--- config.mk ---
export PLATFORM = sky130hd
export DESIGN_NAME = dmem_arbiter
export DESIGN_NICKNAME = d
export VERILOG_FILES = /design/src/rtl/dmem_arbiter.sv
export SDC_FILE = /design/constraint.sdc
export NUM_CORES = 1
export LEC_CHECK = 0
export CORE_ASPECT_RATIO = 1.4
export CORE_MARGIN = 3
export CORE_UTILIZATION = 40
export CTS_CLUSTER_DIAMETER = 40
export CTS_CLUSTER_SIZE = 28
export DETAILED_ROUTE_END_ITERATION = 12
export HOLD_SLACK_MARGIN = 0.12
export PLACE_DENSITY = 0.77
export SYNTH_ARGS = -nofsm -noshare
export SYNTH_HDL_FRONTEND = slang
export SYNTH_SLANG_ARGS = --single-unit
--- constraint.sdc ---
create_clock -name clk -period 1.9 [get_ports clk]
set_input_delay 0.38 -clock clk [delete_from_list [all_inputs] [get_ports clk]]
set_output_delay 0.38 -clock clk [all_outputs]
set_load 0.05 [all_outputs]
--- src/rtl/dmem_arbiter.sv ---
`default_nettype none
// ============================================================================
//  Module   : dmem_arbiter
//  Purpose  : Two-port (CPU + secondary DMA/debug) data-memory arbiter.
//             Round-robin grant, big-endian byte-lane steering for
//             word/half/byte accesses, load extraction with sign/zero
//             extension, illegal-access detection and ISSUE timeout.
//  Ports    : clk, rst           - clock, synchronous active-high reset
//             c_*                - CPU requester (req/we/addr/wdata/ds/sx in,
//                                  rdata/done/err out)
//             d_*                - secondary requester, same set as c_*
//             m_req/m_we/m_addr/m_be/m_wdata - registered memory request
//             m_ack/m_rdata      - memory completion strobe and load data
//  Revision : 1.0 - initial release
// ============================================================================
module dmem_arbiter #(
  parameter int TIMEOUT = 16
) (
  input  logic        clk,
  input  logic        rst,
  // CPU port
  input  logic        c_req,
  input  logic        c_we,
  input  logic [31:0] c_addr,
  input  logic [31:0] c_wdata,
  input  logic [1:0]  c_ds,
  input  logic        c_sx,
  output logic [31:0] c_rdata,
  output logic        c_done,
  output logic        c_err,
  // Secondary port
  input  logic        d_req,
  input  logic        d_we,
  input  logic [31:0] d_addr,
  input  logic [31:0] d_wdata,
  input  logic [1:0]  d_ds,
  input  logic        d_sx,
  output logic [31:0] d_rdata,
  output logic        d_done,
  output logic        d_err,
  // Memory side
  output logic        m_req,
  output logic        m_we,
  output logic [31:0] m_addr,
  output logic [3:0]  m_be,
  output logic [31:0] m_wdata,
  input  logic        m_ack,
  input  logic [31:0] m_rdata
);

  localparam logic [7:0] TO_LAST = 8'(TIMEOUT - 1);

  typedef enum logic [1:0] {
    S_IDLE  = 2'd0,
    S_ISSUE = 2'd1,
    S_DONE  = 2'd2
  } state_t;

  state_t      state_q;
  logic        rr_d_q;      // 1: secondary port wins the next tie
  logic        gnt_d_q;     // 1: current access belongs to the secondary port
  logic [1:0]  off_q;
  logic [1:0]  ds_q;
  logic        sx_q;
  logic [7:0]  cnt_q;
  logic        m_req_q, m_we_q;
  logic [31:0] m_addr_q, m_wdata_q;
  logic [3:0]  m_be_q;
  logic [31:0] c_rdata_q, d_rdata_q;
  logic        c_done_q, d_done_q, c_err_q, d_err_q;

  // Grant selection and field mux for the port being granted this cycle
  logic        pick_d_d;
  logic        sel_we_d, sel_sx_d, illegal_d;
  logic [31:0] sel_addr_d, sel_wdata_d;
  logic [1:0]  sel_ds_d;
  logic [3:0]  be_d;
  logic [31:0] wd_d;
  logic [31:0] ld_data_d;

  assign pick_d_d    = d_req && (!c_req || rr_d_q);
  assign sel_we_d    = pick_d_d ? d_we    : c_we;
  assign sel_sx_d    = pick_d_d ? d_sx    : c_sx;
  assign sel_addr_d  = pick_d_d ? d_addr  : c_addr;
  assign sel_wdata_d = pick_d_d ? d_wdata : c_wdata;
  assign sel_ds_d    = pick_d_d ? d_ds    : c_ds;
  // Half accesses must be 2-byte aligned; ds=11 is never legal
  assign illegal_d   = (sel_ds_d == 2'b11) || ((sel_ds_d == 2'b01) && sel_addr_d[0]);

  // Big-endian lane steering: byte offset k lives in bits [31-8k:24-8k]
  always_comb begin
    be_d = 4'b0000;
    wd_d = 32'h0;
    case (sel_ds_d)
      2'b00: begin
        be_d = 4'b1111;
        wd_d = sel_wdata_d;
      end
      2'b01: begin
        if (sel_addr_d[1]) begin
          be_d = 4'b1100;
          wd_d = {16'h0, sel_wdata_d[15:0]};
        end else begin
          be_d = 4'b0011;
          wd_d = {sel_wdata_d[15:0], 16'h0};
        end
      end
      2'b10: begin
        case (sel_addr_d[1:0])
          2'd0:    begin be_d = 4'b0001; wd_d = {sel_wdata_d[7:0], 24'h0}; end
          2'd1:    begin be_d = 4'b0010; wd_d = {8'h0, sel_wdata_d[7:0], 16'h0}; end
          2'd2:    begin be_d = 4'b0100; wd_d = {16'h0, sel_wdata_d[7:0], 8'h0}; end
          default: begin be_d = 4'b1000; wd_d = {24'h0, sel_wdata_d[7:0]}; end
        endcase
      end
      default: begin
        be_d = 4'b0000;
        wd_d = 32'h0;
      end
    endcase
  end

  // Load extraction from the lanes of the access in flight
  always_comb begin
    logic [7:0]  b;
    logic [15:0] h;
    b = 8'h0;
    case (off_q)
      2'd0:    b = m_rdata[31:24];
      2'd1:    b = m_rdata[23:16];
      2'd2:    b = m_rdata[15:8];
      default: b = m_rdata[7:0];
    endcase
    h = off_q[1] ? m_rdata[15:0] : m_rdata[31:16];
    case (ds_q)
      2'b00:   ld_data_d = m_rdata;
      2'b01:   ld_data_d = {{16{sx_q & h[15]}}, h};
      default: ld_data_d = {{24{sx_q & b[7]}}, b};
    endcase
  end

  always_ff @(posedge clk) begin
    if (rst) begin
      state_q   <= S_IDLE;
      rr_d_q    <= 1'b0;
      gnt_d_q   <= 1'b0;
      off_q     <= 2'b00;
      ds_q      <= 2'b00;
      sx_q      <= 1'b0;
      cnt_q     <= 8'd0;
      m_req_q   <= 1'b0;
      m_we_q    <= 1'b0;
      m_addr_q  <= 32'h0;
      m_be_q    <= 4'b0000;
      m_wdata_q <= 32'h0;
      c_rdata_q <= 32'h0;
      d_rdata_q <= 32'h0;
      c_done_q  <= 1'b0;
      d_done_q  <= 1'b0;
      c_err_q   <= 1'b0;
      d_err_q   <= 1'b0;
    end else begin
      case (state_q)
        S_IDLE: begin
          if (c_req || d_req) begin
            gnt_d_q <= pick_d_d;
            rr_d_q  <= !pick_d_d;
            off_q   <= sel_addr_d[1:0];
            ds_q    <= sel_ds_d;
            sx_q    <= sel_sx_d;
            if (illegal_d) begin
              // Rejected without a memory cycle
              state_q <= S_DONE;
              if (pick_d_d) begin
                d_done_q  <= 1'b1;
                d_err_q   <= 1'b1;
                d_rdata_q <= 32'h0;
              end else begin
                c_done_q  <= 1'b1;
                c_err_q   <= 1'b1;
                c_rdata_q <= 32'h0;
              end
            end else begin
              state_q   <= S_ISSUE;
              cnt_q     <= 8'd0;
              m_req_q   <= 1'b1;
              m_we_q    <= sel_we_d;
              m_addr_q  <= {sel_addr_d[31:2], 2'b00};
              m_be_q    <= be_d;
              m_wdata_q <= sel_we_d ? wd_d : 32'h0;
            end
          end
        end

        S_ISSUE: begin
          // An ack in the final timeout cycle still completes normally
          if (m_ack || (cnt_q == TO_LAST)) begin
            state_q <= S_DONE;
            m_req_q <= 1'b0;
            if (gnt_d_q) begin
              d_done_q  <= 1'b1;
              d_err_q   <= !m_ack;
              d_rdata_q <= (m_ack && !m_we_q) ? ld_data_d : 32'h0;
            end else begin
              c_done_q  <= 1'b1;
              c_err_q   <= !m_ack;
              c_rdata_q <= (m_ack && !m_we_q) ? ld_data_d : 32'h0;
            end
          end else begin
            cnt_q <= cnt_q + 8'd1;
          end
        end

        default: begin
          // DONE: single-cycle pulse, requests not sampled here
          state_q  <= S_IDLE;
          c_done_q <= 1'b0;
          d_done_q <= 1'b0;
          c_err_q  <= 1'b0;
          d_err_q  <= 1'b0;
        end
      endcase
    end
  end

  assign m_req   = m_req_q;
  assign m_we    = m_we_q;
  assign m_addr  = m_addr_q;
  assign m_be    = m_be_q;
  assign m_wdata = m_wdata_q;
  assign c_rdata = c_rdata_q;
  assign c_done  = c_done_q;
  assign c_err   = c_err_q;
  assign d_rdata = d_rdata_q;
  assign d_done  = d_done_q;
  assign d_err   = d_err_q;

endmodule
`default_nettype wire

* Yosys cells after proc, flatten, opt, wreduce, memory -nomap -nowiden
Index checks and enable logic that the tools add are counted.
** Word-level totals
- Register bits after elaboration :: 153
- Output and inout port bits :: 138
** Cells by class
- Add/subtract/negate cells :: 1
- Eq/ne operators :: 19
- Mux-type cells :: 58
- Bitwise logic cells :: 3
- Reduce and logical (&&, ||, !) cells :: 26
** Operator list (count)
- 32-bit two-way mux :: 15
- 32-bit case mux with 2 select lines :: 3
- 32-bit case mux with 3 select lines :: 2
- 8-bit two-way mux :: 3
- 4-bit case mux with 3 select lines :: 2
- 8-bit case mux with 3 select lines :: 1
- 1-bit two-way mux :: 19
- 2-bit != test (second input constant) :: 9
- 16-bit two-way mux :: 1
- 8-bit case mux with 2 select lines :: 1
- 6-bit AND reduction :: 2
- 2-bit by 1-bit == test with 1-bit output (second input constant) :: 5
- 2-bit logical NOT :: 5
- 1-bit case mux with 2 select lines :: 5
- 5-bit AND reduction :: 2
- 8-bit by 1-bit adder with 8-bit output (second input constant) :: 1
- 2-bit == test (second input constant) :: 4
- 8-bit by 4-bit == test with 1-bit output (second input constant) :: 1
- 2-bit two-way mux :: 4
- 4-bit AND reduction :: 2
- 1-bit logical NOT :: 4
- 1-bit logical OR :: 4
- 4-bit two-way mux :: 1
- 2-bit case mux with 2 select lines :: 1
- 6 further kinds :: 10

* Logic depth before layout (Yosys ltp)
Gate-level depths: netlist (run 1).
- Depth after elaboration :: 10
- Gate-level depth with buffers :: 9

* Worst setup path before layout (run 1)
Ideal clock, no wire load.
- Path type :: input to register
- From :: input c_ds[0]
- To :: register m_wdata_q[6] (netlist: m_wdata[6])
- Library setup time :: 0.068 ns
- Arrival time :: 1.952 ns
- Slack :: -0.120 ns
- Cell stages on the path :: 8
- Path buffers :: 3
- Cell sequence :: buf_6 -> nor2b_4 -> buf_6 -> a211oi_4 -> or4_1 -> or4b_1 -> buf_6 -> o2bb2ai_4
** On the way
- Longest elaborated chain between the ends :: 6
** Ends and longest elaborated chain
- start: declaration :: line 26 : input logic [1:0] c_ds,
- 2-bit two-way mux (*) :: line 86 : assign sel_ds_d = pick_d_d ? d_ds : c_ds;
- 2-bit by 1-bit == test with 1-bit output :: line 88, 94
- 1-bit logical AND :: line 88 : assign illegal_d = (sel_ds_d == 2'b11) || ((sel_ds_d == 2'b01) && sel_addr_d[0]);
- 1-bit logical OR :: line 88
- 1-bit inverter (no line)
- 3-bit AND reduction (no line)
- end signal: assignment :: line 190 : m_wdata_q <= sel_we_d ? wd_d : 32'h0;
- end: declaration :: line 67 : logic [31:0] m_addr_q, m_wdata_q;
Mark *: on every way between the ends. The rest lies on a longest branch, timed or not.
A chain may end at the register's enable or synchronous reset.

* Worst setup path after layout (run 1)
- From :: input d_addr[0]
- To :: register m_wdata_q[4] (netlist: m_wdata[4])
** On the way
- Longest elaborated chain between the ends :: 5
** Ends and longest elaborated chain
- start: declaration :: line 34 : input logic [31:0] d_addr,
- 32-bit two-way mux (*) :: line 84 : assign sel_addr_d = pick_d_d ? d_addr : c_addr;
- 2-bit == test, or another cell as far along :: line 109 : case (sel_addr_d[1:0])
- 32-bit case mux with 3 select lines / 1-bit logical OR (equally long branches) :: line 109, 88
- 32-bit case mux with 3 select lines / 1-bit inverter (equally long branches)
- 32-bit two-way mux / 3-bit AND reduction (equally long branches)
Marks and branches as above.

==> results of run 1 <==
==> cells in the final DEF, fill, tap and decap left out, types with 4 or more instances in the layout <==
cell             netlist  routed
a211oi_1              31      26
a211oi_2               0       5
a21o_1                 4       4
a21oi_1               33      32
a221oi_1              16      16
a222oi_1               8       8
a22o_1                 8       8
a311oi_1              35      35
buf_12                 0      23
buf_4                  5     187
clkbuf_16              0      22
clkdlybuf4s50_1        0     166
dfxtp_1              153     150
dlygate4sd2_1          0      62
inv_1                 37      37
inv_6                  0       5
mux2i_1               27      27
mux4_2                 8       8
nand2_1              133     131
nand2b_1              38      36
nand3_1               38      33
nand3_2                2       6
nand3b_1              35      35
nor2_1                83      81
nor2b_1               19      17
nor3_1                 7       7
o21ai_0               48      34
o21ai_1                5      18
o2bb2ai_1              8       8
o2bb2ai_2              7       7
o32ai_2               11      13
xor2_1                 6       6
==> layout make-up <==
class                   instances  area [um^2]  share of cell area, %
flip-flops and latches        153         3070                   23.7
clock inverters                15          179                   1.38
inverters                      38          143                   1.10
repair buffers                447         4250                   32.8
well taps                     248          310                   2.40
multi-input cells             671         4560                   35.3
diodes                          1         2.50                 0.0193
clock buffers                  17          425                   3.29
==> registers in the layout, indices dropped and copies added, names as in the netlist <==
name / count
m_be: 4
d_rdata: 32
c_err: 1
m_addr: 30
m_req: 1
off_q: 2
m_wdata: 32
d_err: 1
cnt_q: 8
c_done: 1
c_rdata: 32
gnt_d_q: 1
sx_q: 1
d_done: 1
rr_d_q: 1
m_we: 1
ds_q: 2
state_q: 2
==> worst max-delay path, delay by kind of cell <==
family	cells	cell delay [ns]
AO/OA/AOI/OAI	1	0.11
buffers and inverters	2	0.70
AND/OR/NAND/NOR	4	1.05
==> cells by family (layout without fill, tap and decap cells) <==
logic type               count (synthesis)  in the layout  synth area share, %
AND/OR/NAND/NOR                        384            384                 23.9
AO/OA/AOI/OAI                          241            241                 24.2
flip-flops                             153            153                 38.3
buffers and inverters                  121            517                 6.85
multiplexers                            36             36                 5.77
XOR/XNOR                                 7              7                0.766
adder cells (fa/ha/maj)                  1              1                0.156
other                                    1              3               0.0469
==> layer usage <==
metal | vias to the layer above | wire length (um) | track usage [%]
li1 | 4172 | - | -
met1 | 4217 | 11300 | 29.4
met2 | 521 | 16200 | 48.4
met3 | 123 | 2650 | 6.57
met4 | 0 | 2110 | 16.7
met5 | - | 0 | 0
==> stage by stage <==
step	cell area, um^2	total power [mW]	setup TNS [ns]	cells	util (%)
3_5_place_dp	12100	6.74	-61.79	1547	62.1
4_1_cts	12600	10.2	0	1579	64.9
5_1_grt	12900	10.7	-2.06	1589	66.5
6_report	12900	10.3	0	1590	66.5
2_1_floorplan	8040	5.33	-0.410	945	-
3_3_place_gp	12100	6.71	-55.34	1547	62.1
==> path summary, 6_finish.rpt <==
check	startpoint	to	slack (ns)	depth (start not counted)
worst min register to register	d_rdata[29]	d_rdata[29]	0.46	2
worst min-delay path	d_rdata[29]	d_rdata[29]	0.46	2
worst max-delay path	d_addr[0]	m_wdata[4]	0.002	7
worst max register to register	cnt_q[4]	d_rdata[22]	0.01	8
==> report_power, final <==
| part | switching [mW] | internal (mW) | total, mW |
|---|---|---|---|
| Combinational | 1.87 | 1.37 | 3.25 |
| Sequential | 0.129 | 3.40 | 3.53 |
| Clock | 1.57 | 1.99 | 3.56 |
==> cell usage after synthesis (all sizes together), types with 6 or more instances <==
cell type	n
a222oi	8
clkbuf	44
dfxtp	153
o32ai	16
a21oi	34
nand2	134
buf	39
mux2i	27
nand3	40
a211oi	32
mux4	8
inv	38
xor2	6
nand2b	38
nand3b	35
o2bb2ai	16
a22o	8
nor3	8
a311oi	36
nor2b	20
nor2	85
a221oi	18
o21ai	53
==> what timing repair did <==
action / CTS / global route
pin swaps: 0 / 2
setup buffers: 0 / 5
endpoints found under the setup margin: 120 / 85
hold buffers: 0 / 0
gates resized for setup: 69 / 42
gates cloned: 0 / 5
hold endpoints to repair: 0 / 0
==> impl_metrics.toml, run 1 <==
[logic_synthesis]
synthTopCellsByArea = "dfxtp_1 38%, nand2_1 6.2%, nor2_1 3.9%"
yosysTopAreaCellShare_pct = 38.3
synth_area_per_cell_um2 = 8.47
synth_cells = 944
yosys.area.top_type = "dfxtp_1"
ys_types = 70
ys_seq_area_share_pct = 38.3
synth_warnings = 0
ys.flop_type = "dfxtp_1"
synth-async-reset-ratio_pct = 0
syn-cell-area_um2 = 8000
synth-edff-count = 0
ys_seq_elements = 153

[sta]
max_slew_margin_pct = 61.5
finClkSkew_ns = 0.0137
finalMaxSlewViolations = 0
rsz0062_at_grt = "yes"
fmaxAchievable_mhz = 527
finalHoldViolCount = 0
worst_slew_pin_slew_ns = 0.572
setup_viol = 0
fin_ws_ns = 0.00221
period_share_pct = 99.9
hold_ws_ns = 0.464
min_period_ns = 1.90

[global_route]
grt_pass1_wl_um = 47700
grt_usage_pct = 27.5
grt_max_degree = 116
grt_pass1_vias = 8852
antenna_found_initial = 0
gr-total-overflow = 0

[cts]
cts_buffer_depth = 2
path_clk_slew_ns = 0.07
htreeDepth = 4
cts.sinks = 153
cts_made_buffers = 17
cts_tree = "built"
clk_latency_ns = 0.44
root_buffer = "clkbuf_16"

[setup_path]
crit_chain = "clkdlybuf4s50_1 > nor2b_1 > and4_1 > or4_4 > or4b_4 > buf_12 > o2bb2ai_2"
critical_path_class = "in -> reg"
worstSetupEndpointType = "flip-flop"
cp-start-kind = "primary input"
critical_path.slowest_cell = "clkdlybuf4s50_1"
worstPathRequired_ns = 2.26
path_max_fanout = 8
max_stage_delay_ns = 0.54
critPathArrivalTime_ns = 2.26

[place]
gp_congestion = 0.895
dp_slack_ns = -0.548
dp_hpwl_um = 23900
io_buffer_count = 308

[finish]
fillers = 1618
final_nets = 1502
drive_gt1_share_pct = 24.2
syn2layout_area_growth_pct = 61.7

[power]
powerDensity_nw_per_um2 = 799
cellLeakagePower_nw = 5.60
ir_drop_uv = 653

[drt]
first_pass_iters = 6
drtIter0Drc = 851
wl_per_cell_um = 20.3
viasPerCell = 5.68
final_antenna_net_count = 0
post-route-drc-count = 0
drt-total-wl_um = 32200
num_vias = 9033

[status]
status = "finished, final reports clean"

[die]
die_h_um = 173
row_count = 60
io_pins = 311
start_util_pct = 41.1
dieWidth_um = 126
core-area_um2 = 19400
dieArea_um2 = 21800

[job]
max_cap_viol_count = 0

[hold_path]
hp-class = "reg -> reg"
No activity file was read; power rests on OpenSTA's default activity.
==> inputs of run 2 (changes only) <==
Settings changed: CORE_UTILIZATION 40 to 44, PLACE_DENSITY 0.77 to 0.81.
Clock period 1.9 ns to 2.1 ns, I/O delays scaled along.
==> impl_metrics.toml, run 2 (synthesis results as in run 1) <==
[cts]
post-cts-setup-buffers = 0
cts_tree = "built"
cts_buffer_depth = 2
cts_made_buffers = 17
clk_latency_ns = 0.42
root_buffer = "clkbuf_16"
htreeDepth = 4
path_clk_slew_ns = 0.07
cts.sinks = 153

[finish]
stdcell_count = 1550
layout_common_cells = "296 x clkdlybuf4s50_1, 153 x dfxtp_1, 133 x nand2_1"
n_antenna_cell = 0
syn2layout_area_growth_pct = 58.5
fillers = 1345
final_nets = 1475
final_common_cell = "clkdlybuf4s50_1"
drive_gt1_share_pct = 15.5

[setup_path]
worstPathRequired_ns = 1.68
cp_top_family = "buffers and inverters"
max_stage_delay_ns = 0.83
reg2reg_slack_ns = 0.16
critical_path_class = "reg -> out"
path_buf_inv = 1
critical_path.slowest_cell = "clkdlybuf4s50_1"
cp-start-kind = "flip-flop"
critPathArrivalTime_ns = 1.66
rr_worst_depth = 7
r2r-start = "rr_d_q"
path_max_fanout = 2
rr_endpoint = "m_wdata[17]"
worstSetupEndpointType = "primary output"
crit_chain = "clkdlybuf4s50_1"

[sta]
period_share_pct = 98.8
fmaxAchievable_mhz = 482
setup_viol = 0
max_slew_margin_pct = 58.5
rsz0062_at_grt = "no"
finClkSkew_ns = 0.00739
worst_slew_pin_slew_ns = 0.625
hold_ws_ns = 0.463
min_period_ns = 2.08
finalHoldViolCount = 0
finalMaxSlewViolations = 0

[drt]
first_pass_iters = 6
drt-total-wl_um = 31500
viasPerCell = 5.81
wl_per_cell_um = 20.3
final_antenna_net_count = 0
num_vias = 9013
post-route-drc-count = 0
drtIter0Drc = 920

[global_route]
grt_usage_pct = 30.1
antenna_found_initial = 0
grt_pass1_vias = 8939
gr-total-overflow = 0
grt_pass1_wl_um = 47300
grt_max_degree = 117

[die]
dieWidth_um = 120
start_util_pct = 45.4
die_h_um = 166
row_count = 57
dieArea_um2 = 19900
core-area_um2 = 17600
io_pins = 311

[place]
gp_congestion = 0.948
dp.cells = 1517
dp_hpwl_um = 23400
io_buffer_count = 308

[power]
ir_drop_uv = 508
power_switching_mw = 3.13
comb_power_share_pct = 30.8
powerDensity_nw_per_um2 = 735
cellLeakagePower_nw = 4.98
power.total_mw = 9.32
swShare_pct = 33.6
clock_power_share_pct = 34.9
p_int_mw = 6.19
seqPwrFrac_pct = 34.3

[status]
status = "finished, final reports clean"

[job]
max_cap_viol_count = 0

[hold_path]
holdPathEnd = "m_wdata[16]"
hp-class = "reg -> reg"
holdCritStartpoint = "m_wdata[16]"
hold_depth = 2
==> run 2: cell count changes in the layout (fill, tap and decap cells not counted), sizes merged <==
cell	previous run	this run
clkdlybuf4s50	166	296
buf	211	116
dlygate4sd2	62	4
clkbuf	22	18
inv	46	44
bufinv	2	3
clkinvlp	2	3
diode	1	0
==> run 2: layer usage <==
layer	up-vias	routed length, um	global-route usage (%)
met5	-	0	0
met4	0	1490	14.7
met3	106	2820	7.77
met2	564	16100	54.5
met1	4234	11100	32.6
li1	4109	-	-
==> run 2: layout make-up <==
type	instances	area [um^2]	area share, %
clock buffers	17	425	3.35
clock inverters	15	190	1.50
flip-flops and latches	153	3060	24.2
repair buffers	420	4120	32.5
inverters	38	143	1.12
multi-input cells	671	4450	35.1
well taps	236	295	2.33
==> run 2: how the worst max path moves through the flow <==
| stage | startpoint | cells after the start | endpoint | slack (ns) |
|---|---|---|---|---|
| floorplan | c_ds[0] | 8 | m_wdata[6] | 0.04 |
| global placement | m_ack | 7 | d_rdata[5] | -0.40 |
| detailed placement | c_req | 8 | m_wdata[9] | -0.40 |
| CTS | m_wdata[7] | 1 | m_wdata[7] | 0.01 |
| global route | m_ack | 7 | d_rdata[2] | 0.0006 |
| finish | m_wdata[10] | 1 | m_wdata[10] | 0.02 |
==> run 2: per-stage QoR <==
step	area (um^2)	worst slack [ns]	util [%]	setup TNS [ns]
after detailed placement	12000	-0.400	68.1	-39.17
after global placement	12000	-0.399	68.1	-35.89
after CTS	12600	0.0127	71.6	0
final	12700	0.0248	72.0	0
after global routing	12700	0.000582	72.0	0
after floorplan	8000	0.0398	-	0
==> run 2: power by group through the flow <==
stage / registers, mW / clock network (mW) / logic [mW]
floorplan: 3.75 / 0 / 1.06
global placement: 3.26 / 0 / 2.77
detailed placement: 3.26 / 0 / 2.80
CTS: 3.20 / 3.29 / 2.81
global route: 3.22 / 3.39 / 3.02
finish: 3.20 / 3.25 / 2.87
==> run 2: what timing repair did <==
item	in CTS	in global routing
endpoints found under the hold margin	0	0
resized for setup	4	11
endpoints found under the setup margin	4	79
hold buffers	0	0
cloned	0	1
pin swaps	0	0
